## config.mk

```make
export PLATFORM = sky130hd
export DESIGN_NAME = muldiv_hilo_ctrl
export DESIGN_NICKNAME = d
export VERILOG_FILES = /design/src/rtl/muldiv_pkg.sv /design/src/rtl/muldiv_engine.sv /design/src/rtl/muldiv_hilo_ctrl.sv
export SDC_FILE = /design/constraint.sdc
export NUM_CORES = 1
export LEC_CHECK = 0
export ABC_AREA = 1
export CAP_MARGIN = 40
export CELL_PAD_IN_SITES_DETAIL_PLACEMENT = 0
export CELL_PAD_IN_SITES_GLOBAL_PLACEMENT = 1
export CORE_MARGIN = 2
export CORE_UTILIZATION = 23
export DETAILED_ROUTE_END_ITERATION = 6
export PLACE_DENSITY = 0.53
export SYNTH_ARGS = -nofsm -noshare
export SYNTH_HDL_FRONTEND = slang
export SYNTH_SLANG_ARGS = --single-unit
```

## constraint.sdc

```tcl
create_clock -name Clk -period 10.65 [get_ports Clk]
set_input_delay 2.13 -clock Clk [delete_from_list [all_inputs] [get_ports Clk]]
set_output_delay 2.13 -clock Clk [all_outputs]
set_load 0.005 [all_outputs]
```

## src/rtl/muldiv_pkg.sv

```systemverilog
// Shared types and helpers for the HI/LO multiply/divide unit.
// Operation encodings match the control unit's muldiv_op field.
package muldiv_pkg;

  localparam int MULDIV_WIDTH = 32;
  localparam int MULDIV_ITERS = 32;

  typedef enum logic [2:0] {
    NOP   = 3'd0,
    MULT  = 3'd1,
    MULTU = 3'd2,
    DIV   = 3'd3,
    DIVU  = 3'd4,
    MTHI  = 3'd5,
    MTLO  = 3'd6
  } muldiv_op_t;

  typedef enum logic [1:0] {
    IDLE = 2'd0,
    ITER = 2'd1,
    FIX  = 2'd2
  } ctrl_state_t;

  // Two's-complement magnitude; 0x8000_0000 maps to itself, which is the
  // correct unsigned magnitude.
  function automatic logic [MULDIV_WIDTH-1:0] abs_w(input logic [MULDIV_WIDTH-1:0] v);
    return v[MULDIV_WIDTH-1] ? -v : v;
  endfunction

endpackage

```

## src/rtl/muldiv_engine.sv

```systemverilog
// Radix-2 iterative datapath: shift-add multiply or restoring divide on
// unsigned magnitudes. One step per enabled cycle; start loads operands.
module muldiv_engine #(
  parameter int WIDTH = 32
) (
  input  logic               Clk,
  input  logic               reset,
  input  logic               start,
  input  logic               en,
  input  logic               is_div,
  input  logic [WIDTH-1:0]   a,
  input  logic [WIDTH-1:0]   b,
  output logic [2*WIDTH-1:0] product,
  output logic [WIDTH-1:0]   quotient,
  output logic [WIDTH-1:0]   remainder
);

  logic [WIDTH-1:0] acc;    // product high half
  logic [WIDTH-1:0] shreg;  // multiplier -> product low half, or dividend -> quotient
  logic [WIDTH-1:0] rem;    // partial remainder
  logic [WIDTH-1:0] bop;    // multiplicand / divisor

  logic [WIDTH:0]   mul_sum;
  logic [WIDTH:0]   shifted;
  logic [WIDTH-1:0] diff;
  logic             ge;

  always_comb begin
    mul_sum = {1'b0, acc} + (shreg[0] ? {1'b0, bop} : '0);
    shifted = {rem, shreg[WIDTH-1]};
    ge      = (shifted >= {1'b0, bop});
    // rem < bop always holds, so a successful subtract fits in WIDTH bits.
    diff    = shifted[WIDTH-1:0] - bop;
  end

  always_ff @(posedge Clk or posedge reset) begin
    if (reset) begin
      acc   <= '0;
      shreg <= '0;
      rem   <= '0;
      bop   <= '0;
    end else if (start) begin
      acc   <= '0;
      shreg <= a;
      rem   <= '0;
      bop   <= b;
    end else if (en) begin
      if (is_div) begin
        rem   <= ge ? diff : shifted[WIDTH-1:0];
        shreg <= {shreg[WIDTH-2:0], ge};
      end else begin
        acc   <= mul_sum[WIDTH:1];
        shreg <= {mul_sum[0], shreg[WIDTH-1:1]};
      end
    end
  end

  assign product   = {acc, shreg};
  assign quotient  = shreg;
  assign remainder = rem;

endmodule

```

## src/rtl/muldiv_hilo_ctrl.sv

```systemverilog
// MULT/DIV sequencer and HI/LO owner; stalls MFHI/MFLO while busy.
// Handshake: op_valid is sampled only when op_ready (IDLE) and abort is low.
module muldiv_hilo_ctrl
  import muldiv_pkg::*;
#(
  parameter int WIDTH = 32,
  parameter int ITERS = WIDTH
) (
  input  logic             Clk,
  input  logic             reset,
  input  logic             op_valid,
  input  muldiv_op_t       op,
  output logic             op_ready,
  input  logic [WIDTH-1:0] rs_val,
  input  logic [WIDTH-1:0] rt_val,
  input  logic             abort,
  input  logic             mf_req,
  output logic [WIDTH-1:0] hi,
  output logic [WIDTH-1:0] lo,
  output logic             busy,
  output logic             stall,
  output logic             done,
  output ctrl_state_t      state_dbg
);

  localparam int CW = $clog2(ITERS);

  ctrl_state_t state, state_n;
  logic [CW-1:0]      count;
  logic               is_arith, is_signed, is_div_op, accept;
  logic               is_div_q, neg_res_q, neg_rem_q, div_zero_q;
  logic [WIDTH-1:0]   rs_raw_q, eng_a, eng_b;
  logic [2*WIDTH-1:0] product, prod_fix;
  logic [WIDTH-1:0]   quotient, remainder, hi_res, lo_res;

  always_comb begin
    is_arith  = (op == MULT) || (op == MULTU) || (op == DIV) || (op == DIVU);
    is_signed = (op == MULT) || (op == DIV);
    is_div_op = (op == DIV) || (op == DIVU);
    accept    = (state == IDLE) && op_valid && !abort && is_arith;
    eng_a     = is_signed ? abs_w(rs_val) : rs_val;
    eng_b     = is_signed ? abs_w(rt_val) : rt_val;
  end

  muldiv_engine #(.WIDTH(WIDTH)) u_engine (
    .Clk       (Clk),
    .reset     (reset),
    .start     (accept),
    .en        (state == ITER),
    .is_div    (is_div_q),
    .a         (eng_a),
    .b         (eng_b),
    .product   (product),
    .quotient  (quotient),
    .remainder (remainder)
  );

  always_comb begin
    state_n = state;
    case (state)
      IDLE:    if (accept) state_n = ITER;
      ITER:    if (abort) state_n = IDLE;
               else if (count == CW'(ITERS - 1)) state_n = FIX;
      FIX:     state_n = IDLE;
      default: state_n = IDLE;
    endcase
  end

  always_comb begin
    op_ready  = (state == IDLE);
    busy      = (state != IDLE);
    stall     = mf_req && busy;
    state_dbg = state;
    prod_fix  = neg_res_q ? -product : product;
    hi_res    = prod_fix[2*WIDTH-1:WIDTH];
    lo_res    = prod_fix[WIDTH-1:0];
    if (is_div_q) begin
      // Divide-by-zero leaves the raw dividend in HI, no trap.
      if (div_zero_q) begin
        lo_res = '1;
        hi_res = rs_raw_q;
      end else begin
        lo_res = neg_res_q ? -quotient : quotient;
        hi_res = neg_rem_q ? -remainder : remainder;
      end
    end
  end

  always_ff @(posedge Clk or posedge reset) begin
    if (reset) begin
      state      <= IDLE;
      count      <= '0;
      hi         <= '0;
      lo         <= '0;
      done       <= 1'b0;
      is_div_q   <= 1'b0;
      neg_res_q  <= 1'b0;
      neg_rem_q  <= 1'b0;
      div_zero_q <= 1'b0;
      rs_raw_q   <= '0;
    end else begin
      state <= state_n;
      done  <= (state == FIX) && !abort;
      if (accept) begin
        count      <= '0;
        is_div_q   <= is_div_op;
        neg_res_q  <= is_signed && (rs_val[WIDTH-1] ^ rt_val[WIDTH-1]);
        neg_rem_q  <= is_signed && rs_val[WIDTH-1];
        div_zero_q <= (rt_val == '0);
        rs_raw_q   <= rs_val;
      end else if (state == ITER) begin
        count <= count + 1'b1;
      end
      if ((state == IDLE) && op_valid && !abort) begin
        if (op == MTHI) hi <= rs_val;
        if (op == MTLO) lo <= rs_val;
      end
      if ((state == FIX) && !abort) begin
        hi <= hi_res;
        lo <= lo_res;
      end
    end
  end

endmodule

```

After elaboration in Yosys (flattened, before gate mapping)
Index checks and enable logic that the tools add are counted.
{"block": "word_totals", "ff_bits": 236, "wordCells": 96}
{"block": "classes", "addsub": 8, "n_lt_le_gt_ge": 1, "eq_ne": 12, "mux": 34, "n_bitwise": 1, "n_reduce_logical": 26}
{"cell": "2-to-1 mux 32 bit", "n": 27}
{"cell": "negator 32 bit", "n": 4}
{"cell": "2-to-1 mux 64 bit", "n": 1}
{"cell": "negator 64 bit", "n": 1}
{"cell": "adder 32 x 33 -> 33 bit", "n": 1}
{"cell": ">= comparator 33 x 32 -> 1 bit", "n": 1}
{"cell": "zero test 32 bit", "n": 1}
{"cell": "subtractor 32 bit", "n": 1}
{"cell": "nonzero test 2 bit", "n": 6}
{"cell": "2-to-1 mux 5 bit", "n": 2}
{"cell": "AND reduction 2 bit", "n": 5}
{"cell": "== test 3 bit, second input constant", "n": 3}
{"cell": "logical AND 1 bit", "n": 7}
{"cell": "== test 3 x 2 -> 1 bit, second input constant", "n": 2}
{"cell": "2-to-1 mux 2 bit", "n": 3}
{"cell": "adder 5 x 1 -> 5 bit, second input constant", "n": 1}
{"cell": "== test 5 bit, second input constant", "n": 1}
{"cell": "logical OR 1 bit", "n": 5}
{"cell": "case mux 2 bit (2 select lines)", "n": 1}
{"cell": "== test 3 x 1 -> 1 bit, second input constant", "n": 1}
{"cell": "inequality test 3 bit, second input constant", "n": 1}
{"cell": "== test 2 x 1 -> 1 bit, second input constant", "n": 1}
{"cell": "== test 2 bit, second input constant", "n": 1}
{"cell": "zero test 2 bit", "n": 1}
{"cell": "other kinds (4)", "n": 4}

Logic depth before layout (Yosys ltp)
{"block": "depth", "ltp_word": 7, "depth_mapped": 19, "ltp_nobuf": 17}

Modules after synthesis
From an unflattened synthesis, not the netlist that was laid out.
{"block": "hier_totals", "cells_unflattened": 3748, "area_unflattened_um2": 22466.5}
{"module": "muldiv_hilo_ctrl", "n_inst": 1, "cells_each": 2099, "area_per_inst_um2": 11875.1}
{"module": "muldiv_engine", "n_inst": 1, "cells_each": 1649, "area_per_inst_um2": 10591.4}

Least setup slack after synthesis
OpenSTA, ideal clock, no wires.
{"block": "synth_timing", "kind": "input to output", "startpoint": "input port mf_req", "endpoint": "output port stall", "arrival_time_ps": 2260, "slack_ps": 6260, "stages": 2, "n_path_buf": 0, "cell_sequence": "inv_1 > nor2_1"}
{"block": "synth_between", "elab_chain_len": 1}
{"element": "from (decl)", "line_no": "muldiv_hilo_ctrl.sv:17", "source": "input logic mf_req,"}
{"element": "logical AND 1 bit", "line_no": "muldiv_hilo_ctrl.sv:72", "source": "stall = mf_req && busy;"}
{"element": "to (decl)", "line_no": "muldiv_hilo_ctrl.sv:21", "source": "output logic stall,"}
Every way passes these cells.

Worst setup path in the final report
Same ends and word-level chain as after synthesis.

==> flow_summary.ini <==
[outcome]
status = finished, final reports clean

[power_and_ir_drop]
p_leak_uw = 0.0124
pwr-share-seq_pct = 29.4
fin_total_pwr_uw = 5050
power_density_mw_per_mm2 = 207
peakVddDrop_v = 0.000108
clkPwrFrac_pct = 23.8
p_comb_share_pct = 46.8
p_sw_uw = 2410
p_int_uw = 2640
swShare_pct = 47.7

[setup_path]
r2r-end = hi[7]$_DFFE_PP0P_
cp_data_required_time_ns = 8.52
crit_chain = clkdlybuf4s50_1, inv_1, nor2_1, clkdlybuf4s50_1
critPathArrivalTime_ns = 3.20
path_max_fanout = 1
crit_slowest_cell = clkdlybuf4s50_1
cp-start-kind = primary input
cp_common_cell = clkdlybuf4s50_1
rr_worst_depth = 12
critPathMaxStageDelay_ns = 0.50
endpoint_kind = output pin
r2r-start = u_engine.quotient[0]$_DFFE_PP0P_
critPathKind = primary input to output pin
r2r_setup_slack_ns = 7.40

[sta]
post-route-min-period_ns = 5.33
drv_slew = 0
hold_viol = 0
fin_skew_ns = 0.0351
whs_ns = 0.497
period_share_pct = 50.1
finalSetupViolCount = 0
tightest_slew_ns = 0.978
max_freq_mhz = 188
tns_ns = 0
rsz0062_at_grt = no
worst_slew_margin_rel_pct = 34.8

[placed_design]
globalplace.congestion = 0.915
dpl.cell_count = 4641
io_buffers = 141
dp_hpwl_mm = 81.3

[flow_run]
maxCapViolCount = 0

[floorplan]
core-area_sq_mm = 0.0888
ios = 142
die-area_sq_mm = 0.0923
start_util_pct = 23.3
fp.dieH_um = 304
die_w_um = 304
placementRows = 109

[route]
final_antenna_net_count = 0
vias = 22156
drc = 0
wl_per_cell_um = 21.5
via_per_inst = 4.71
first_pass_iters = 6
drt_iter0_drc = 1623
wirelength_mm = 101

[min_path]
hold_class = register to register
holdPathStages = 2
min_to = lo[2]$_DFFE_PP0P_
hold_path.startpoint = lo[2]$_DFFE_PP0P_

[cells_and_area]
diodes = 0
nFillCells = 10162
area_delta_synth_final_pct = 18.1
drive_gt1_share_pct = 3.53
nNetsFinal = 3657
fin_cells = 4702

[global_routing]
antenna_found_initial = 0
grt_pass1_wl_mm = 150
grt_pass1_vias = 21723
gr-total-overflow = 0
grt_max_degree = 155
grt_usage_pct = 21.6

[cts]
post_cts_buffers = 0
cts_buffers = 35
cts_resized = 0
clkSlewWorstSetupHoldPaths_ns = 0.06
worstSkewPairLatency_ns = 0.57
cts_tree = built
h-tree-depth = 2
cts_sinks = 236
hold_buffers = 0
root_buffer = clkbuf_16
clockBufferDepth = 3

[logic_synthesis]
syn_area_sq_mm = 0.0207
synth-seq-cells = 236
ys_types = 50
yosysWarnings = 0
synth_enable_flop_cells = 0
async_reset_ff_share_pct = 100
synth_seq_area_share_pct = 28.6
syn_nets = 3569
synthCells = 3425
syn_area_per_cell_sq_um = 6.04
yosys_most_used_dff = dfrtp_1
[Yosys cell counts, types with 11 or more instances]
cell / count / area (sq um)
a21oi_1: 132 / 661
inv_1: 462 / 1730
nand3b_1: 24 / 180
clkbuf_1: 59 / 221
inv_2: 11 / 41.3
nand3_1: 320 / 1600
o211ai_1: 40 / 300
a22oi_1: 18 / 135
buf_2: 38 / 190
nor2_1: 371 / 1390
xor2_1: 36 / 315
nand2_1: 1141 / 4280
xnor2_1: 27 / 236
dfrtp_1: 236 / 5910
o21bai_1: 11 / 82.6
nor3_1: 34 / 170
o21ai_0: 211 / 1060
o21ai_1: 11 / 55.1
o22ai_1: 13 / 81.3
ha_1: 70 / 876
nand4_1: 44 / 275
[layer usage]
metal	track usage, %	wire [um]
met3	1.89	3860
met4	6.41	3000
met2	35.5	46600
met1	30.1	47500
met5	0	0
[worst max-delay path by stage]
stage,cells after the start,start,end
3_3_place_gp,10,abort,u_engine.quotient[27]$_DFFE_PP0P_
2_1_floorplan,1,reset,count[0]$_DFFE_PP0P_
4_1_cts,4,mf_req,stall
6_report,4,mf_req,stall
5_1_grt,4,mf_req,stall
3_5_place_dp,10,abort,u_engine.quotient[27]$_DFFE_PP0P_
[logic make-up after synthesis]
group	count (synthesis)	synth area share (%)
AOI/OAI and AO/OA	484	13.3
and+or+nand+nor	1979	39.8
adders and majority gates	72	4.43
xor gates and xnor gates	63	2.67
buffers and inverters	591	11.3
DFF	236	28.6
[final cells by class]
cell class                      count  area, sq um  share of cell area, %
Inverter                          475         1790                   7.33
Clock buffer                       50          993                   4.07
Multi-Input combinational cell   2598        12500                   51.0
Sequential cell                   236         5910                   24.2
Tap cell                         1165         1460                   5.97
Timing Repair Buffer              167         1680                   6.86
Clock inverter                     11          148                  0.604
[power groups by stage]
stage | registers, uW | logic (uW) | clock network, uW
6_report | 1480 | 2360 | 1200
5_1_grt | 1520 | 2660 | 1260
4_1_cts | 1480 | 2380 | 1230
3_5_place_dp | 1500 | 2370 | 0
3_3_place_gp | 1500 | 2390 | 0
2_1_floorplan | 1330 | 1520 | 0
[stage by stage]
step	cell area (sq um)	util [%]	setup WS, ns
6_report	24400	27.5	5.32
5_1_grt	24400	27.5	5.27
4_1_cts	24400	27.5	5.31
3_5_place_dp	23300	26.2	5.21
3_3_place_gp	23200	26.1	5.24
2_1_floorplan	20700	-	2.05
[cells in the final DEF (no fill, tap or decap), types with 44 or more instances in the layout]
cell / count
inv_1: 460
dfrtp_1: 235
nand3_1: 320
nor2_1: 369
ha_1: 70
nand2_1: 1141
a21oi_1: 132
o21ai_0: 211
clkdlybuf4s50_1: 141
nand4_1: 44
[state kept, by name, summed over array words and instances (netlist names), 2 cells and up]
signal	cells
u_engine.acc	32
rs_raw_q	32
state_dbg	2
u_engine.quotient	32
lo	32
count	5
u_engine.bop	32
hi	32
u_engine.remainder	32
[worst max-delay path, delay by kind of cell]
kind	cells	cell delay, ns
AND/OR/NAND/NOR	1	0.08
buffers and inverters	3	0.99
No activity file was read; power rests on OpenSTA's default activity.
